==> src/rtl/i2c_tgt_pkg.sv <==
// Shared types and constants for the I2C target responder.
package i2c_tgt_pkg;

    typedef enum logic [3:0] {
        ST_IDLE,
        ST_ADDR,
        ST_ADDR_ACK,
        ST_WPTR,
        ST_WPTR_ACK,
        ST_WDATA,
        ST_WDATA_ACK,
        ST_RDATA,
        ST_RACK,
        ST_IGNORE
    } tgt_state_t;

    // General-call address; never acknowledged by this target.
    localparam logic [6:0] I2C_GCALL_ADDR = 7'h00;

    // clk cycles from rd_req to rd_data capture when not clock stretching.
    localparam logic [1:0] I2C_RD_LAT = 2'd2;

endpackage

==> src/rtl/i2c_line_filt.sv <==
// Input conditioning for one open-drain line: 2-flop synchronizer, a
// FILT-sample stability filter and registered rise/fall pulses of the
// filtered level. Everything resets to the idle (high) bus level.
module i2c_line_filt #(
    parameter int FILT = 3
) (
    input  logic clk,
    input  logic rst_n,
    input  logic line_raw,
    output logic line_f,
    output logic line_rise,
    output logic line_fall
);

    localparam logic [2:0] CNT_MAX = 3'(FILT - 1);

    logic [1:0] sync;
    logic [2:0] cnt;

    // Synchronize, then accept a new level only after FILT identical samples.
    // NOTE: sequential state uses non-blocking assignments so every flop sees
    // the pre-edge value of its neighbours, independent of statement order.
    always_ff @(posedge clk or negedge rst_n) begin
        if (!rst_n) begin
            sync      <= 2'b11;
            cnt       <= '0;
            line_f    <= 1'b1;
            line_rise <= 1'b0;
            line_fall <= 1'b0;
        end else begin
            sync      <= {sync[0], line_raw};
            line_rise <= 1'b0;
            line_fall <= 1'b0;
            if (sync[1] != line_f) begin
                if (cnt == CNT_MAX) begin
                    line_f    <= sync[1];
                    line_rise <= sync[1];
                    line_fall <= ~sync[1];
                    cnt       <= '0;
                end else begin
                    cnt <= cnt + 3'd1;
                end
            end else begin
                cnt <= '0;
            end
        end
    end

endmodule

==> src/rtl/i2c_target.sv <==
// I2C target responder: START/STOP detection, 7-bit address match and a
// byte-wide register-file port (pointer write, data write, sequential read).
// Optional feature: define I2C_TGT_STRETCH_EN to stretch SCL while waiting
// for rd_ack; otherwise rd_data is captured a fixed I2C_RD_LAT after rd_req.
module i2c_target
    import i2c_tgt_pkg::*;
#(
    parameter logic [6:0] ADDR = 7'h50,
    parameter int         FILT = 3
) (
    input  logic       clk,
    input  logic       rst_n,
    input  logic       sda_in,
    input  logic       scl_in,
    output logic       sda_oe,
    output logic       scl_oe,
    output logic [7:0] reg_addr,
    output logic       wr_en,
    output logic [7:0] wr_data,
    output logic       rd_req,
    input  logic [7:0] rd_data,
    input  logic       rd_ack,
    output logic       busy
);

    logic scl_f, scl_rise, scl_fall;
    logic sda_f, sda_rise, sda_fall;
    logic start_det, stop_det;

    tgt_state_t state;
    logic [7:0] shreg;
    logic [3:0] bit_cnt;
    logic       rw;
    logic       inc_pend;

    i2c_line_filt #(.FILT(FILT)) u_scl_filt (
        .clk(clk), .rst_n(rst_n), .line_raw(scl_in),
        .line_f(scl_f), .line_rise(scl_rise), .line_fall(scl_fall)
    );

    i2c_line_filt #(.FILT(FILT)) u_sda_filt (
        .clk(clk), .rst_n(rst_n), .line_raw(sda_in),
        .line_f(sda_f), .line_rise(sda_rise), .line_fall(sda_fall)
    );

    assign start_det = sda_fall & scl_f;
    assign stop_det  = sda_rise & scl_f;

`ifdef I2C_TGT_STRETCH_EN
    logic stretch;
    logic rel_pend;
`else
    logic [1:0] lat_cnt;
    logic       unused_rd_ack;
    assign unused_rd_ack = rd_ack;
    assign scl_oe        = 1'b0;
`endif

    // Bus protocol FSM with registered line drivers and register-file strobes.
    always_ff @(posedge clk or negedge rst_n) begin
        if (!rst_n) begin
            state    <= ST_IDLE;
            shreg    <= '0;
            bit_cnt  <= '0;
            rw       <= 1'b0;
            inc_pend <= 1'b0;
            sda_oe   <= 1'b0;
            reg_addr <= '0;
            wr_en    <= 1'b0;
            wr_data  <= '0;
            rd_req   <= 1'b0;
            busy     <= 1'b0;
`ifdef I2C_TGT_STRETCH_EN
            scl_oe   <= 1'b0;
            stretch  <= 1'b0;
            rel_pend <= 1'b0;
`else
            lat_cnt  <= '0;
`endif
        end else begin
            wr_en  <= 1'b0;
            rd_req <= 1'b0;

            // Pointer advance one clk after a data-byte write strobe.
            if (inc_pend) begin
                reg_addr <= reg_addr + 8'd1;
                inc_pend <= 1'b0;
            end

`ifdef I2C_TGT_STRETCH_EN
            if (rel_pend) begin
                scl_oe   <= 1'b0;
                rel_pend <= 1'b0;
            end
            // Capture read data when the register file answers; the first
            // bit goes out while SCL is still held low by this target.
            if (stretch && rd_ack) begin
                shreg    <= rd_data;
                reg_addr <= reg_addr + 8'd1;
                sda_oe   <= ~rd_data[7];
                stretch  <= 1'b0;
                rel_pend <= 1'b1;
            end
`else
            if (lat_cnt != 2'd0) begin
                lat_cnt <= lat_cnt - 2'd1;
                if (lat_cnt == 2'd1) begin
                    shreg    <= rd_data;
                    reg_addr <= reg_addr + 8'd1;
                end
            end
`endif

            if (start_det || stop_det) begin
                // Abort any partial byte and release the bus.
                state   <= start_det ? ST_ADDR : ST_IDLE;
                bit_cnt <= '0;
                sda_oe  <= 1'b0;
                busy    <= 1'b0;
`ifdef I2C_TGT_STRETCH_EN
                scl_oe   <= 1'b0;
                stretch  <= 1'b0;
                rel_pend <= 1'b0;
`else
                lat_cnt <= '0;
`endif
            end else begin
                case (state)
                    ST_ADDR, ST_WPTR, ST_WDATA: begin
                        if (scl_rise) begin
                            shreg   <= {shreg[6:0], sda_f};
                            bit_cnt <= bit_cnt + 4'd1;
                            if (bit_cnt == 4'd7) begin
                                if (state == ST_WPTR) begin
                                    reg_addr <= {shreg[6:0], sda_f};
                                end
                                if (state == ST_WDATA) begin
                                    wr_en    <= 1'b1;
                                    wr_data  <= {shreg[6:0], sda_f};
                                    inc_pend <= 1'b1;
                                end
                            end
                        end else if (scl_fall && bit_cnt == 4'd8) begin
                            bit_cnt <= '0;
                            if (state == ST_ADDR) begin
                                if (shreg[7:1] == ADDR && shreg[7:1] != I2C_GCALL_ADDR) begin
                                    sda_oe <= 1'b1;
                                    busy   <= 1'b1;
                                    rw     <= shreg[0];
                                    state  <= ST_ADDR_ACK;
                                end else begin
                                    state <= ST_IGNORE;
                                end
                            end else begin
                                sda_oe <= 1'b1;
                                state  <= (state == ST_WPTR) ? ST_WPTR_ACK : ST_WDATA_ACK;
                            end
                        end
                    end

                    ST_ADDR_ACK, ST_RACK: begin
                        if (scl_rise && state == ST_RACK && sda_f) begin
                            // Master NACK ends the read.
                            state <= ST_IGNORE;
                            busy  <= 1'b0;
`ifndef I2C_TGT_STRETCH_EN
                        end else if (scl_rise && rw) begin
                            rd_req  <= 1'b1;
                            lat_cnt <= I2C_RD_LAT;
`endif
                        end else if (scl_fall) begin
                            bit_cnt <= '0;
                            if (rw) begin
                                state <= ST_RDATA;
`ifdef I2C_TGT_STRETCH_EN
                                sda_oe  <= 1'b0;
                                rd_req  <= 1'b1;
                                scl_oe  <= 1'b1;
                                stretch <= 1'b1;
`else
                                sda_oe <= ~shreg[7];
`endif
                            end else begin
                                sda_oe <= 1'b0;
                                state  <= ST_WPTR;
                            end
                        end
                    end

                    ST_WPTR_ACK, ST_WDATA_ACK: begin
                        if (scl_fall) begin
                            sda_oe <= 1'b0;
                            state  <= ST_WDATA;
                        end
                    end

                    ST_RDATA: begin
                        if (scl_rise) begin
                            bit_cnt <= bit_cnt + 4'd1;
                        end else if (scl_fall) begin
                            if (bit_cnt == 4'd8) begin
                                sda_oe  <= 1'b0;
                                bit_cnt <= '0;
                                state   <= ST_RACK;
                            end else begin
                                sda_oe <= ~shreg[6];
                                shreg  <= {shreg[6:0], 1'b0};
                            end
                        end
                    end

                    ST_IDLE, ST_IGNORE: ;

                    default: state <= ST_IDLE;
                endcase
            end
        end
    end

endmodule

==> config.mk <==
export PLATFORM = sky130hd
export DESIGN_NAME = i2c_target
export DESIGN_NICKNAME = d
export VERILOG_FILES = /design/src/rtl/i2c_tgt_pkg.sv /design/src/rtl/i2c_line_filt.sv /design/src/rtl/i2c_target.sv
export SDC_FILE = /design/constraint.sdc
export NUM_CORES = 1
export LEC_CHECK = 0
export CAP_MARGIN = 0
export CORE_MARGIN = 5
export CORE_UTILIZATION = 50
export DETAILED_ROUTE_END_ITERATION = 8
export PLACE_DENSITY = 0.72
export SKIP_CTS_REPAIR_TIMING = 1
export SLEW_MARGIN = 40
export SYNTH_ARGS = -nofsm -noshare
export SYNTH_HDL_FRONTEND = slang
export SYNTH_SLANG_ARGS = --single-unit
==> constraint.sdc <==
create_clock -name clk -period 3.89 [get_ports clk]
set_clock_uncertainty 0.2 [all_clocks]
set_input_delay 0.778 -clock clk [delete_from_list [all_inputs] [get_ports clk]]
set_output_delay 0.778 -clock clk [all_outputs]
set_load 0.01 [all_outputs]
==> results by group <==
Finish
  – Layout Utilization: 60.0%
  – Cell area after layout: 3340 µm²
  – Synthesis-to-layout area growth: 14.6%
  – Antenna fix cells: 0
  – Share of post-route cells with drive strength above 1: 13.9%
  – Net count, final: 325

Worst setup path
  – Critical path's slowest cell: sky130_fd_sc_hd__dfrtp_1
  – Worst R2R Setup Slack: 1.51 ns
  – Count of buffer and inverter cells on the critical path: 0
  – Terminus of the critical flop-to-flop path: state[2]$_DFFE_PN0P_
  – Type of the worst setup path: reg2reg
  – Critical Path Fanout Max: 15
  – Launching point of the worst reg2reg path: state[2]$_DFFE_PN0P_
  – Type of element capturing the critical path: flip-flop
  – Top delay family on crit path: compound AO/OA/AOI/OAI gates
  – Endpoint arrival time on the critical path: about 2.4 ns
  – Largest stage delay on the critical path: 0.74 ns
  – Required @ worst endpoint: about 3.9 ns
  – Sort of element at the start of the critical path: flip-flop
  – Series of cell instances along the critical path: nand2_1 > a221oi_2 > o221ai_2 > a221oi_1 > a211oi_1
  – Path depth of the worst reg2reg path: 5

Floorplanning
  – Count of standard-cell rows: 27
  – Area enclosed by the die boundary: 7470 µm²
  – Die outline width: 86.4 µm
  – Core area: roughly 5600 µm²
  – Ports: 34
  – Starting density of the core: 52.4%
  – Chip height: approximately 86 µm

Logic synthesis
  – Net Count, Synth: 297
  – Mux cell area share after synthesis: 8.40%
  – Largest area contributor in the netlist: sky130_fd_sc_hd__dfrtp_1
  – Combinational family with the most area after synthesis: simple AND/OR/NAND/NOR gates
  – Post-synthesis share of cell area spent on and, or, nand and nor gates: 20.1%
  – Avg Inst Size Synth: slightly above 10 µm²
  – Total standard cell area after synthesis: 2920 µm²
  – Number of unique standard cell types used by synthesis: 60
  – Synth Area in Adders: 1.63%
  – Synthesized flop and latch total: 55
  – Leading post-synthesis cells by cell area: sky130_fd_sc_hd__dfrtp_1, sky130_fd_sc_hd__dfstp_2, sky130_fd_sc_hd__mux2_2
  – Sequential area share after synthesis: between 40% and 50%
  – Async set or reset register ratio after synthesis: 100%
  – Top post-synthesis cells by count: sky130_fd_sc_hd__dfrtp_1, sky130_fd_sc_hd__nand2_1, sky130_fd_sc_hd__nor2_1, sky130_fd_sc_hd__a21oi_1, sky130_fd_sc_hd__mux2_2
  – Number of flops mapped to enable cells by yosys: 0
  – Most frequently used cell type in the post-synthesis netlist: sky130_fd_sc_hd__dfrtp_1
  – Synth top area share: approximately 42%
  – Compound-gate portion of the synthesized area: about 14%
  – Xor and xnor area share after synthesis: 4.20%
  – Number of instances in the synthesized netlist: approximately 280
  – Ys flop type: sky130_fd_sc_hd__dfrtp_1
  – Yosys synthesis warning count: 0

Worst hold path
  – Sink of the worst hold path: u_scl_filt.sync[1]$_DFF_PN1_
  – Cell depth of the worst min-delay path: 0
  – Worst min-delay path category: reg2reg
  – Worst min-delay path startpoint: u_scl_filt.sync[0]$_DFF_PN1_

Detailed routing
  – Post-detailed-route wirelength per cell: 16.0 µm
  – Overall via count from detail_route: 2172
  – WL met2: 2870 µm
  – Met3 Wirelength: 197 µm
  – Final wirelength: 6090 µm
  – Number of search-and-repair iterations in the first detailed-routing pass: 4
  – Uppermost layer routed: met4
  – Via-per-instance ratio: between 5 and 6
  – Number of design-rule violations left by the first detailed-router iteration: 154
  – Routed met1 length: 2990 µm
  – Final antenna-violating net count: 0
  – Number of DRC violations after detailed routing: 0

Global route
  – Antenna violations before repair: 0
  – Total congestion overflow after global routing: 0
  – Via count of the first global-routing pass: 2075
  – All-Layer GR Usage: 17.2%
  – Largest net degree at the start of global routing: 34
  – Global-route wire length before repair: about 10000 µm

Power
  – Part of the total power dissipated in combinational logic: about a third
  – Fraction of power consumed by sequential logic: 48.6%
  – Total power consumption of the routed design: 1.80 mW
  – Portion of total power attributed to the clock network: 18.6%
  – Total power per unit cell area: between 500 and 600 nW/µm²
  – IR Drop Worst-Case VDD: 0.392 mV
  – Int Power: 1.11 mW
  – Sw Share: around 38%
  – Total net switching power: slightly below 0.7 mW
  – Static Leakage: 1.36 nW

Clock network
  – CTS tree: built
  – Max Root-Sink Buffers: 2
  – Clock Tree Root: sky130_fd_sc_hd__clkbuf_8
  – CTS H-tree depth: 2
  – Clock sink count: 55
  – Insertion delay of the later-clocked pin in the worst-skew pair: 0.31 ns
  – Register clock-pin slew on the reported worst setup and hold paths: about 0.090 ns
  – Total CTS buffers: 5

Timing
  – Relative max-transition margin: 59.2%
  – Final WS setup: approximately 1.5 ns
  – Unrepaired setup endpoints after global routing: no
  – Count of final hold-check violations: 0
  – Number of max-slew violations in the final report: 0
  – Final period utilization: 61.1%
  – Worst Max-Slew Pin Slew: 0.611 ns
  – Fmax: 421 MHz
  – Final count of negative-setup-slack endpoints: 0
  – Post-route minimum period: 2.38 ns
  – Sum Neg Setup Slack: 0 ns

Placed design
  – Cell area after placement: 3250 µm²
  – HPWL after detailed placement: 4360 µm
  – Setup slack at placement: 1.63 ns
  – Port Buf Inserts: 31
  – Final GP Congestion: about 0.9

Flow run
  – Max-capacitance violation count: 0

Run status
  – Status: finished clean
==> stage by stage <==
| step | cells | hold WS, ns |
|---|---|---|
| after floorplan | 281 | 0.145 |
| after global placement | 374 | 0.146 |
| after detailed placement | 374 | 0.147 |
| after CTS | 382 | 0.162 |
| after global routing | 382 | 0.169 |
| final | 382 | 0.160 |
==> power groups by stage <==
stage                     clock network [mW]  logic, mW  registers, mW
after global placement                     0      0.575          0.882
after floorplan                            0      0.565          0.767
after CTS                              0.344      0.589          0.870
after global routing                   0.373      0.655          0.898
after detailed placement                   0      0.587          0.880
final                                  0.336      0.591          0.876
==> cells in the final DEF, fill, tap and decap left out, types with 5 or more instances in the layout <==
cell type                         instances
sky130_fd_sc_hd__xnor2_1                  6
sky130_fd_sc_hd__mux2i_1                 11
sky130_fd_sc_hd__nor2_1                  22
sky130_fd_sc_hd__xor2_1                   8
sky130_fd_sc_hd__nor2b_1                  6
sky130_fd_sc_hd__dfstp_2                  6
sky130_fd_sc_hd__clkbuf_8                 6
sky130_fd_sc_hd__clkdlybuf4s50_1         30
sky130_fd_sc_hd__nand2_1                 31
sky130_fd_sc_hd__mux2_2                  12
sky130_fd_sc_hd__o21ai_0                  7
sky130_fd_sc_hd__o21ai_1                  7
sky130_fd_sc_hd__nand2b_1                 6
sky130_fd_sc_hd__nor3b_1                  5
sky130_fd_sc_hd__dfrtp_1                 49
sky130_fd_sc_hd__a21oi_1                 19
sky130_fd_sc_hd__inv_1                    8
sky130_fd_sc_hd__nand3_1                  9
==> cells by family (layout without fill, tap and decap cells) <==
kind of cell | Yosys count | in the layout
adders and majority gates | 4 | 4
buffers and inverters | 22 | 51
muxes | 23 | 23
other | 1 | 1
and+or+nand+nor | 102 | 102
DFF | 55 | 55
AOI/OAI and AO/OA | 60 | 60
xor gates and xnor gates | 14 | 14
==> cell type report <==
class                           instances  area (µm²)
Fill cell                             485        2230
Multi-Input combinational cell        204        1410
Sequential cell                        55        1380
Timing Repair Buffer                   34         328
Tap cell                               72        90.1
Clock buffer                            7        86.3
Inverter                                9        33.8
Clock inverter                          1        8.76
==> how the worst max path moves through the flow <==
stage,to,depth (start not counted),slack (ns),startpoint
2_1_floorplan,state[2]$_DFFE_PN0P_,6,2.02,u_sda_filt.line_f$_DFFE_PN1P_
3_3_place_gp,state[2]$_DFFE_PN0P_,5,1.66,state[2]$_DFFE_PN0P_
3_5_place_dp,state[2]$_DFFE_PN0P_,5,1.63,state[2]$_DFFE_PN0P_
4_1_cts,reg_addr[3],1,1.59,reg_addr[3]$_DFF_PN0_
5_1_grt,reg_addr[0]$_DFF_PN0_,5,1.41,u_scl_filt.line_rise$_DFF_PN0_
6_report,state[2]$_DFFE_PN0P_,5,1.51,state[2]$_DFFE_PN0P_
==> registers in the layout (all words and copies together), names as in the netlist, 2 cells and up <==
| register | count |
|---|---|
| u_sda_filt.sync | 2 |
| shreg | 8 |
| lat_cnt | 2 |
| u_scl_filt.sync | 2 |
| wr_data | 8 |
| reg_addr | 8 |
| state | 4 |
| bit_cnt | 4 |
| u_sda_filt.cnt | 3 |
| u_scl_filt.cnt | 3 |
==> per-layer routing <==
metal / GRT usage [%] / up-vias
li1: - / 1056
met1: 24.3 / 1071
met2: 26.8 / 41
met3: 3.33 / 4
met4: 4.96 / 0
met5: 0 / -
Note: power is estimated with default switching activity, not from simulation.
